--- src/rtl/shift_unit_if.sv ---
// Request/response bundle for shift_unit: operand, amount and mode in,
// result with carry/zero flags out, each over its own valid/ready pair.
interface shift_unit_if #(
    parameter int WIDTH = 20,
    parameter int AMT_W = 5
);
    logic             in_valid;
    logic             in_ready;
    logic [WIDTH-1:0] in_data;
    logic [AMT_W-1:0] in_amt;
    logic [2:0]       in_mode;
    logic             out_valid;
    logic             out_ready;
    logic [WIDTH-1:0] out_data;
    logic             out_carry;
    logic             out_zero;

    modport master (
        output in_valid, in_data, in_amt, in_mode, out_ready,
        input  in_ready, out_valid, out_data, out_carry, out_zero
    );

    modport slave (
        input  in_valid, in_data, in_amt, in_mode, out_ready,
        output in_ready, out_valid, out_data, out_carry, out_zero
    );
endinterface

--- src/rtl/shift_unit.sv ---
// Iterative multi-mode shifter: one bit position per clock, IDLE -> SHIFT -> DONE.
// Modes: 0 LSL, 1 LSR, 2 ASR, 3 ROL, 4 ROR; 5-7 return the operand unshifted.
module shift_unit #(
    parameter int WIDTH = 20,
    parameter int AMT_W = 5
) (
    input  logic         clk,
    input  logic         rst_n,
    shift_unit_if.slave  bus
);
    typedef enum logic [1:0] {IDLE, SHIFT, DONE} state_t;

    localparam logic [2:0] M_LSL = 3'd0;
    localparam logic [2:0] M_LSR = 3'd1;
    localparam logic [2:0] M_ASR = 3'd2;
    localparam logic [2:0] M_ROL = 3'd3;
    localparam logic [2:0] M_ROR = 3'd4;

    state_t           r_state;
    state_t           w_next_state;
    logic [WIDTH-1:0] r_work;
    logic [AMT_W-1:0] r_cnt;
    logic [2:0]       r_mode;
    logic             r_carry;

    logic             w_accept;
    logic             w_step;
    logic [WIDTH-1:0] w_step_data;
    logic             w_step_carry;

    assign w_accept = (r_state == IDLE) && bus.in_valid;
    assign w_step   = (r_state == SHIFT) && (r_cnt != '0);

    always_ff @(posedge clk) begin
        if (!rst_n) r_state <= IDLE;
        else        r_state <= w_next_state;
    end

    always_comb begin
        w_next_state = r_state;
        case (r_state)
            IDLE:    if (bus.in_valid)     w_next_state = SHIFT;
            SHIFT:   if (r_cnt == '0)      w_next_state = DONE;
            DONE:    if (bus.out_ready)    w_next_state = IDLE;
            default:                       w_next_state = IDLE;
        endcase
    end

    always_comb begin
        w_step_data  = r_work;
        w_step_carry = r_carry;
        case (r_mode)
            M_LSL: begin
                w_step_carry = r_work[WIDTH-1];
                w_step_data  = {r_work[WIDTH-2:0], 1'b0};
            end
            M_LSR: begin
                w_step_carry = r_work[0];
                w_step_data  = {1'b0, r_work[WIDTH-1:1]};
            end
            M_ASR: begin
                w_step_carry = r_work[0];
                w_step_data  = {r_work[WIDTH-1], r_work[WIDTH-1:1]};
            end
            M_ROL: begin
                w_step_carry = r_work[WIDTH-1];
                w_step_data  = {r_work[WIDTH-2:0], r_work[WIDTH-1]};
            end
            M_ROR: begin
                w_step_carry = r_work[0];
                w_step_data  = {r_work[0], r_work[WIDTH-1:1]};
            end
            default: ;
        endcase
    end

    // Reserved modes load a zero count so SHIFT falls straight through to DONE.
    always_ff @(posedge clk) begin
        if (!rst_n) begin
            r_work  <= '0;
            r_cnt   <= '0;
            r_mode  <= '0;
            r_carry <= 1'b0;
        end else if (w_accept) begin
            r_work  <= bus.in_data;
            r_cnt   <= (bus.in_mode > M_ROR) ? '0 : bus.in_amt;
            r_mode  <= bus.in_mode;
            r_carry <= 1'b0;
        end else if (w_step) begin
            r_work  <= w_step_data;
            r_carry <= w_step_carry;
            r_cnt   <= r_cnt - 1'b1;
        end
    end

    assign bus.in_ready  = (r_state == IDLE);
    assign bus.out_valid = (r_state == DONE);
    assign bus.out_data  = r_work;
    assign bus.out_carry = r_carry;
    assign bus.out_zero  = (r_work == '0);
endmodule

--- src/flat_wrapper.sv ---
// flat-port wrapper written by rule: the top's interface ports become plain ports
module shift_unit_flat 
#(
    parameter int WIDTH = 20,
    parameter int AMT_W = 5
)
  (clk, rst_n, bus_in_valid, bus_in_data, bus_in_amt, bus_in_mode, bus_out_ready, bus_in_ready, bus_out_valid, bus_out_data, bus_out_carry, bus_out_zero);
  shift_unit_if #(.WIDTH(WIDTH), .AMT_W(AMT_W)) bus_i ();
  input  logic clk;
  input  logic rst_n;
  input wire logic [$bits(bus_i.in_valid)-1:0] bus_in_valid;
  input wire logic [$bits(bus_i.in_data)-1:0] bus_in_data;
  input wire logic [$bits(bus_i.in_amt)-1:0] bus_in_amt;
  input wire logic [$bits(bus_i.in_mode)-1:0] bus_in_mode;
  input wire logic [$bits(bus_i.out_ready)-1:0] bus_out_ready;
  output wire logic [$bits(bus_i.in_ready)-1:0] bus_in_ready;
  output wire logic [$bits(bus_i.out_valid)-1:0] bus_out_valid;
  output wire logic [$bits(bus_i.out_data)-1:0] bus_out_data;
  output wire logic [$bits(bus_i.out_carry)-1:0] bus_out_carry;
  output wire logic [$bits(bus_i.out_zero)-1:0] bus_out_zero;
  assign bus_i.in_valid = bus_in_valid;
  assign bus_i.in_data = bus_in_data;
  assign bus_i.in_amt = bus_in_amt;
  assign bus_i.in_mode = bus_in_mode;
  assign bus_i.out_ready = bus_out_ready;
  assign bus_in_ready = bus_i.in_ready;
  assign bus_out_valid = bus_i.out_valid;
  assign bus_out_data = bus_i.out_data;
  assign bus_out_carry = bus_i.out_carry;
  assign bus_out_zero = bus_i.out_zero;
  shift_unit #(.WIDTH(WIDTH), .AMT_W(AMT_W)) u_core (.clk(clk), .rst_n(rst_n), .bus(bus_i));
endmodule
--- config.mk ---
export PLATFORM = sky130hd
export DESIGN_NAME = shift_unit_flat
export DESIGN_NICKNAME = d
export VERILOG_FILES = /design/src/rtl/shift_unit_if.sv /design/src/rtl/shift_unit.sv /design/src/flat_wrapper.sv
export SDC_FILE = /design/constraint.sdc
export NUM_CORES = 1
export LEC_CHECK = 0
export BUFFER_PORTS_ARGS = -buffer_cell sky130_fd_sc_hd__buf_2
export CAP_MARGIN = 10
export CORE_UTILIZATION = 40
export DETAILED_ROUTE_END_ITERATION = 7
export PLACE_DENSITY = 0.66
export SYNTH_ARGS = -nofsm -noshare
export SYNTH_HDL_FRONTEND = slang
export SYNTH_SLANG_ARGS = --single-unit
export TNS_END_PERCENT = 50
--- constraint.sdc ---
create_clock -name clk -period 3.77 [get_ports clk]
set_input_delay 0.377 -clock clk [delete_from_list [all_inputs] [get_ports clk]]
set_output_delay 0.377 -clock clk [all_outputs]
set_load 0.02 [all_outputs]
==> impl_metrics.ini, run 1 <==
[worst_setup_path]
critPathArrivalTime_ns = 2.48
crit_path_end_kind = register
reg2reg_slack_ns = 1.51
critPathMaxFanout = 18
r2r_end = u_core.bus.out_data[15]$_SDFFE_PN0P_
cp-start-kind = register
r2r-start = u_core.r_cnt[0]$_SDFFE_PN0P_
required_ns = 3.98
ff2ff_path_depth = 6
worstSetupPathType = reg2reg

[global_routing]
grt_usage_pct = 20.1
grt_pass1_wl_mm = 6.78
antenna_found_initial = 0
grt_pass1_vias = 1439
grt_start_max_net_pins = 20
grt_overflow = 0

[synth]
syn_avg_cell_area_sq_um = 9.08
synth_top_area_share_pct = 36.4
synth-edff-count = 0
async_reset_ff_share_pct = 0
synth_most_common_cell = dfxtp_1
ys_seq_elements = 31
yosysSeqAreaShare_pct = 36.4
synth_warnings = 0
postSynthCellCount = 188
synth_cell_types = 45
synth_top_cell_by_area = dfxtp_1
syn_area_sq_um = 1710
synth.area.top_cells = dfxtp_1 36%, mux2i_1 12%, a22oi_1 8.4%, o21ai_2 5.1%, o21ai_0 4.7%
synth_nets = 221
synth_common_cells = 31 x dfxtp_1, 21 x mux2i_1, 19 x a22oi_1
synth_flop_cell = dfxtp_1

[route]
drtIter0Drc = 101
num_vias = 1606
drc = 0
wl_per_cell_microns = 14.4
postRouteWirelength_mm = 4.17
drt_first_pass_iters = 4
viasPerCell = 5.54
antenna_left = 0

[timing]
setup_viol = 0
max_slew_margin_pct = 42.4
tns_ns = 0
finClkSkew_ns = 0.00822
fin_crit_sh_pct = 60.0
finalHoldViolations = 0
worst_slew_pin_slew_ns = 0.864
fmax_ghz = 0.442
setup_slack_ns = 1.51
whs_ns = 0.322
slew_violations = 0
rsz0062_at_grt = false
timing.final.crit_period_ns = 2.26

[clocking]
cts-root-buf = clkbuf_8
path_clk_slew_ns = 0.07
clock_sinks = 31
clkLatencyLatePin_ns = 0.28
post_cts_resized = 0
cts_setup_buffers = 0
hold_buffers = 0
ctsHtreeMaxLevel = 2
cts_made_buffers = 5
tritoncts = done
clock_tree.buffer_depth = 2

[floorplan]
initial_core_util_pct = 42.1
num_io_pins = 56
num_rows = 23
die_area_sq_um = 4530
dieWidth_microns = 67.3
fp.coreArea_sq_um = 4060
die_h_microns = 67.3

[place]
dpl_worst_slack_ns = 1.51
gp_congestion = 0.812
hpwl_mm = 2.90
io_buffers = 55

[min_path]
hold_start = bus_in_amt[4]
whs_endpoint = u_core.r_cnt[4]$_SDFFE_PN0P_
min_path_type = in2reg
hold_depth = 3

[run_status]
outcome = finished clean

[final_layout]
drive_above_1_share_pct = 34.2
nets = 272
fin_util_pct = 50.6
area_growth_syn_to_layout_pct = 20.3
diodes = 0

[power_and_ir_drop]
powerDensity_nw_per_um2 = 471
vdd_drop_max_mv = 0.261
p_leak_uw = 0.000918
power_uw = 968

[flow_run]
maxCapViolCount = 0
## registers in the layout, indices dropped and copies added (netlist names)
name / flops
u_core.r_mode: 3
u_core.r_state: 2
u_core.r_cnt: 5
u_core.bus.out_carry: 1
u_core.bus.out_data: 20
## worst max path at each step
stage | slack (ns) | endpoint | start
after floorplan | 1.92 | u_core.bus.out_data[13]$_SDFFE_PN0P_ | u_core.r_cnt[0]$_SDFFE_PN0P_
after global placement | 1.57 | u_core.bus.out_data[0]$_SDFFE_PN0P_ | u_core.r_cnt[0]$_SDFFE_PN0P_
after detailed placement | 1.51 | u_core.bus.out_data[15]$_SDFFE_PN0P_ | u_core.r_cnt[0]$_SDFFE_PN0P_
after CTS | 1.50 | u_core.bus.out_data[15]$_SDFFE_PN0P_ | u_core.r_cnt[0]$_SDFFE_PN0P_
after global routing | 1.32 | u_core.bus.out_data[2]$_SDFFE_PN0P_ | u_core.r_cnt[0]$_SDFFE_PN0P_
final | 1.51 | u_core.bus.out_data[15]$_SDFFE_PN0P_ | u_core.r_cnt[0]$_SDFFE_PN0P_
## cell usage in the layout, fill, tap and decap left out, types with 2 or more instances in the layout
cell type	Yosys	routed
nor2_1	9	9
clkbuf_8	0	5
inv_1	4	4
a22oi_1	19	19
nor2b_1	2	2
nand3_1	6	6
a21oi_1	9	9
a21o_1	2	2
mux2i_1	21	21
clkbuf_1	3	2
nand2_1	14	14
dfxtp_1	31	31
o21ai_0	16	16
nor4_1	5	5
o211ai_1	2	2
buf_2	3	55
o21ai_2	10	10
## power by group
| group | internal, uW | leakage (uW) | total (uW) | switching [uW] |
|---|---|---|---|---|
| clock network | 129 | 0.0000422 | 252 | 122 |
| registers | 365 | 0.000255 | 418 | 52.7 |
| logic | 126 | 0.000621 | 298 | 172 |
| total | 621 | 0.000918 | 968 | 347 |
## per-layer routing
metal	vias to the layer above	part of all wire, %	GRT usage, %
met4	0	0.84	7.18
met3	2	5.7	6.42
li1	805	-	-
met5	-	0	0
met1	758	47	25.2
met2	41	47	32.3
## layout make-up
cell class / count / area, sq um
clock inverters: 1 / 5.00
fillers: 409 / 2000
multi-input cells: 140 / 987
well taps: 50 / 62.6
repair buffers: 56 / 283
clock buffers: 7 / 76.3
flip-flops and latches: 31 / 621
inverters: 5 / 18.8
## worst max-delay path, cell delays in order, from the launching register on
cell and delay, ns:
dfxtp_1 0.33, inv_1 0.06, ha_1 0.19, or4b_1 0.58, a311oi_4 0.75, a22oi_1 0.18, o21ai_2 0.10
## logic make-up after synthesis
family / share of synthesized area [%]
mux: 13.0
fa+ha+maj: 0.733
flops: 36.4
simple gates: 15.3
buf+inv: 5.79
compound gates: 28.8
## per-stage QoR
step	std cells	area, sq um
3_5_place_dp	282	1970
5_1_grt	290	2050
3_3_place_gp	282	1970
2_1_floorplan	188	1710
4_1_cts	290	2050
6_report	290	2050
No activity file was read; power rests on OpenSTA's default activity.
==> run 2, diff against run 1 <==
Settings changed: ABC_AREA set to 1, PLACE_DENSITY 0.66 to 0.65.
Clock period 3.77 ns to 1.9 ns, I/O delays scaled along.
==> impl_metrics.ini, run 2 <==
[floorplan]
dieWidth_microns = 76.1
fp.coreArea_sq_um = 5200
num_io_pins = 56
die_area_sq_um = 5780
initial_core_util_pct = 42.1
num_rows = 26
die_h_microns = 76.1

[worst_setup_path]
cp-startpoint = u_core.bus.out_data[5]$_SDFFE_PN0P_
r2r_end = u_core.bus.out_data[17]$_SDFFE_PN0P_
crit_path_end_kind = output port
cp-start-kind = register
worstSetupPathType = reg2out
required_ns = 1.71
r2r-start = u_core.r_cnt[0]$_SDFFE_PN0P_
critPathArrivalTime_ns = 1.48
critPathMaxFanout = 5
critPathCapture = bus_out_zero
ff2ff_path_depth = 7
reg2reg_slack_ns = 0.41

[timing]
max_slew_margin_pct = 62.0
fmax_ghz = 0.598
slew_violations = 0
tns_ns = 0
timing.final.crit_period_ns = 1.67
setup_viol = 0
finalHoldViolations = 0
finClkSkew_ns = 0.00379
fin_crit_sh_pct = 88.1
worst_slew_pin_slew_ns = 0.564
setup_slack_ns = 0.226
rsz0062_at_grt = false

[synth]
synth_nets = 365
synth.area.top_cells = dfxtp_1 28%, nand2_1 15%, nand3_1 9.8%, a21oi_1 5.5%, nand3_2 5.5%
syn_area_sq_um = 2190
synth-edff-count = 0
synth_common_cells = 89 x nand2_1, 43 x nand3_1, 31 x dfxtp_1
synth_cell_types = 30
synth_most_common_cell = nand2_1
postSynthCellCount = 332
ys_seq_elements = 31
async_reset_ff_share_pct = 0
yosysSeqAreaShare_pct = 28.3
synth_flop_cell = dfxtp_1
synth_top_area_share_pct = 28.3
synth_top_cell_by_area = dfxtp_1
synth_warnings = 0
syn_avg_cell_area_sq_um = 6.61

[route]
drtIter0Drc = 156
postRouteWirelength_mm = 5.46
viasPerCell = 5.08
num_vias = 2278
drt_first_pass_iters = 4
antenna_left = 0
wl_per_cell_microns = 12.2
drc = 0

[clocking]
clock_tree.buffer_depth = 2
post_cts_resized = 0
path_clk_slew_ns = 0.06
cts_setup_buffers = 0
ctsHtreeMaxLevel = 2
clock_sinks = 31
cts_made_buffers = 5
tritoncts = done
cts-root-buf = clkbuf_8
clkLatencyLatePin_ns = 0.28
hold_buffers = 0

[final_layout]
fin_area_sq_um = 2560
area_growth_syn_to_layout_pct = 16.8
largest_reg_flops = 20
diodes = 0
nets = 410
final_cell_mix = 89 x nand2_1, 55 x buf_2, 43 x nand3_1
final_common_cell = nand2_1
drive_above_1_share_pct = 25.1

[place]
hpwl_mm = 3.70
io_buffers = 55
dpl_worst_slack_ns = 0.446
gp_congestion = 0.873
place_area_sq_um = 2460

[global_routing]
grt_usage_pct = 18.6
antenna_found_initial = 0
grt_start_max_net_pins = 67
grt_pass1_wl_mm = 8.89
grt_overflow = 0
grt_pass1_vias = 1875

[run_status]
outcome = finished clean

[power_and_ir_drop]
vdd_drop_max_mv = 0.601
p_leak_uw = 0.00126
powerDensity_nw_per_um2 = 1070

[min_path]
min_path_type = in2reg

[flow_run]
maxCapViolCount = 0
## run 2: kinds of logic after synthesis
group           share of synthesized area (%)
simple gates                             40.0
flops                                    28.3
fa+ha+maj                               0.570
compound gates                           18.8
xor+xnor                                0.399
buf+inv                                  12.0
## run 2: metal layers
layer  track usage (%)  vias up  share of wire, %
li1                  -     1191                 -
met1              26.6     1025                50
met2              28.5       60                44
met3              3.83        2               6.2
met4              4.62        0              0.57
met5                 0        -                 0
## run 2: worst min-delay path by stage
stage	cells past startpoint	startpoint	end	slack, ns
CTS	4	bus_out_ready	u_core.r_state[1]$_SDFFE_PN0P_	0.17
floorplan	2	bus_in_amt[4]	u_core.r_cnt[4]$_SDFFE_PN0P_	0.35
finish	4	bus_out_ready	u_core.r_state[1]$_SDFFE_PN0P_	0.17
global placement	4	bus_out_ready	u_core.r_state[1]$_SDFFE_PN0P_	0.45
detailed placement	4	bus_out_ready	u_core.r_state[1]$_SDFFE_PN0P_	0.46
global route	4	bus_out_ready	u_core.r_state[1]$_SDFFE_PN0P_	0.17
## run 2: area by class of cell
| cell class | instances | area, sq um |
|---|---|---|
| Fill cell | 556 | 2640 |
| Multi-Input combinational cell | 251 | 1310 |
| Sequential cell | 31 | 621 |
| Timing Repair Buffer | 60 | 338 |
| Inverter | 28 | 105 |
| Clock buffer | 8 | 100 |
| Tap cell | 70 | 87.6 |
## run 2: stage by stage
stage          std cells  power (uW)  hold slack [ns]  util [%]
2_1_floorplan        332        1880            0.355         -
3_5_place_dp         440        2160            0.465      47.3
3_3_place_gp         440        2150            0.450      47.3
6_report             448        2730            0.165      49.2
5_1_grt              448        2940            0.174      49.2
4_1_cts              448        2740            0.165      49.2
## run 2: critical path, cell delays in order, from the launching register on
cell     delay (ns)
dfxtp_1        0.35
nor4_1         0.41
nand3_1        0.12
nor3_1         0.13
buf_2          0.19
## run 2: where the power goes
part | internal, uW | switching [uW] | leakage, uW
logic | 463 | 785 | 0.000953
registers | 776 | 128 | 0.000256
clock network | 331 | 250 | 0.0000515
total | 1570 | 1160 | 0.00126
==> run 3, diff against run 2 <==
Settings changed: CAP_MARGIN 10 to 0, PLACE_DENSITY 0.65 to 0.68.
==> impl_metrics.ini, run 3 (same netlist as run 2, synthesis figures left out) <==
[run_status]
outcome = finished clean

[worst_setup_path]
cp-start-kind = register
critPathMaxFanout = 5
critPathCapture = bus_out_zero
worstSetupPathType = reg2out
critPathSlowestCell = nor4_1
reg2reg_slack_ns = 0.30
required_ns = 1.71
r2r_end = u_core.bus.out_data[10]$_SDFFE_PN0P_
max_stage_delay_ns = 0.37
ff2ff_path_depth = 8
cp-startpoint = u_core.bus.out_data[13]$_SDFFE_PN0P_
r2r-start = u_core.r_mode[0]$_SDFFE_PN0P_
path_cells = nor4_1 > nand3_1 > nor3_1 > buf_2
critPathArrivalTime_ns = 1.52
crit_path_end_kind = output port

[global_routing]
grt_pass1_wl_mm = 9.57
grt_pass1_vias = 2108
antenna_found_initial = 0
grt_usage_pct = 20.1
grt_overflow = 0
grt_start_max_net_pins = 67

[clocking]
cts-root-buf = clkbuf_8
path_clk_slew_ns = 0.07
ctsHtreeMaxLevel = 2
clkLatencyLatePin_ns = 0.29
clock_sinks = 31
tritoncts = done
cts_made_buffers = 5
cts_setup_buffers = 0
clock_tree.buffer_depth = 2
post_cts_resized = 0
hold_buffers = 0

[floorplan]
num_rows = 26
die_h_microns = 76.1
dieWidth_microns = 76.1
fp.coreArea_sq_um = 5200
num_io_pins = 56
die_area_sq_um = 5780
initial_core_util_pct = 42.1

[min_path]
hold_depth = 4
min_path_type = in2reg

[place]
gp_congestion = 0.873
io_buffers = 55
hpwl_mm = 3.93
dpl_worst_slack_ns = 0.314

[final_layout]
diodes = 0
largest_reg_flops = 20
num-fill-cells = 591
final_common_cell = nand2_1
final_cell_mix = 89 x nand2_1, 55 x buf_2, 43 x nand3_1
area_growth_syn_to_layout_pct = 15.9
nets = 410
drive_above_1_share_pct = 24.9

[flow_run]
maxCapViolCount = 0

[timing]
finClkSkew_ns = 0.00283
finalHoldViolations = 0
tns_ns = 0
setup_viol = 0
worst_slew_pin_slew_ns = 0.580
max_slew_margin_pct = 61.0
timing.final.crit_period_ns = 1.71
rsz0062_at_grt = false
fmax_ghz = 0.584
fin_crit_sh_pct = 90.2
setup_slack_ns = 0.187
slew_violations = 0

[route]
num_vias = 2300
viasPerCell = 5.13
antenna_left = 0
drt_first_pass_iters = 4
drtIter0Drc = 183
wl_per_cell_microns = 12.7
postRouteWirelength_mm = 5.68
drc = 0

[power_and_ir_drop]
vdd_drop_max_mv = 0.488
powerDensity_nw_per_um2 = 1050
p_leak_uw = 0.00125
run 3: where the power goes:
part | internal (uW) | total [uW] | switching, uW | leakage, uW
combinational | 463 | 1250 | 783 | 0.000953
sequential | 776 | 910 | 134 | 0.000256
clock | 257 | 514 | 257 | 0.0000422
run 3: area by class of cell:
class	count	area [sq um]	share of cell area [%]
timing repair buffer	60	338	13.3
multi-input combinational	251	1310	51.5
sequential	31	621	24.4
inverter	28	105	4.13
clock buffer	7	76.3	3.00
clock inverter	1	5.00	0.197
tap	70	87.6	3.44
run 3: worst min-delay path by stage:
stage	startpoint	to	slack, ns
6_report	bus_out_ready	u_core.r_state[1]$_SDFFE_PN0P_	0.17
5_1_grt	bus_out_ready	u_core.r_state[1]$_SDFFE_PN0P_	0.18
4_1_cts	bus_out_ready	u_core.r_state[1]$_SDFFE_PN0P_	0.16
3_5_place_dp	bus_out_ready	u_core.r_state[1]$_SDFFE_PN0P_	0.47
3_3_place_gp	bus_out_ready	u_core.r_state[1]$_SDFFE_PN0P_	0.46
2_1_floorplan	bus_in_amt[4]	u_core.r_cnt[4]$_SDFFE_PN0P_	0.35
run 3: worst max-delay path: cells and delay by family (launching register included):
kind	cells	cell delay, ns
buffers and inverters	1	0.20
DFF	1	0.36
and+or+nand+nor	3	0.67
run 3: through the flow:
| step | hold slack [ns] | std cells | utilization (%) | total power (uW) | cell area [sq um] |
|---|---|---|---|---|---|
| 6_report | 0.165 | 448 | 48.8 | 2670 | 2540 |
| 3_5_place_dp | 0.470 | 440 | 47.3 | 2160 | 2460 |
| 3_3_place_gp | 0.464 | 440 | 47.3 | 2150 | 2460 |
| 5_1_grt | 0.177 | 448 | 48.8 | 2860 | 2540 |
| 2_1_floorplan | 0.355 | 332 | - | 1880 | 2190 |
| 4_1_cts | 0.163 | 448 | 48.8 | 2680 | 2540 |
run 3: metal layers:
layer	track usage [%]	part of all wire [%]	vias up
met3	2.87	3.7	8
li1	-	-	1186
met1	26.8	49	1056
met4	7.50	1.4	0
met5	0	0	-
met2	32.7	46	50
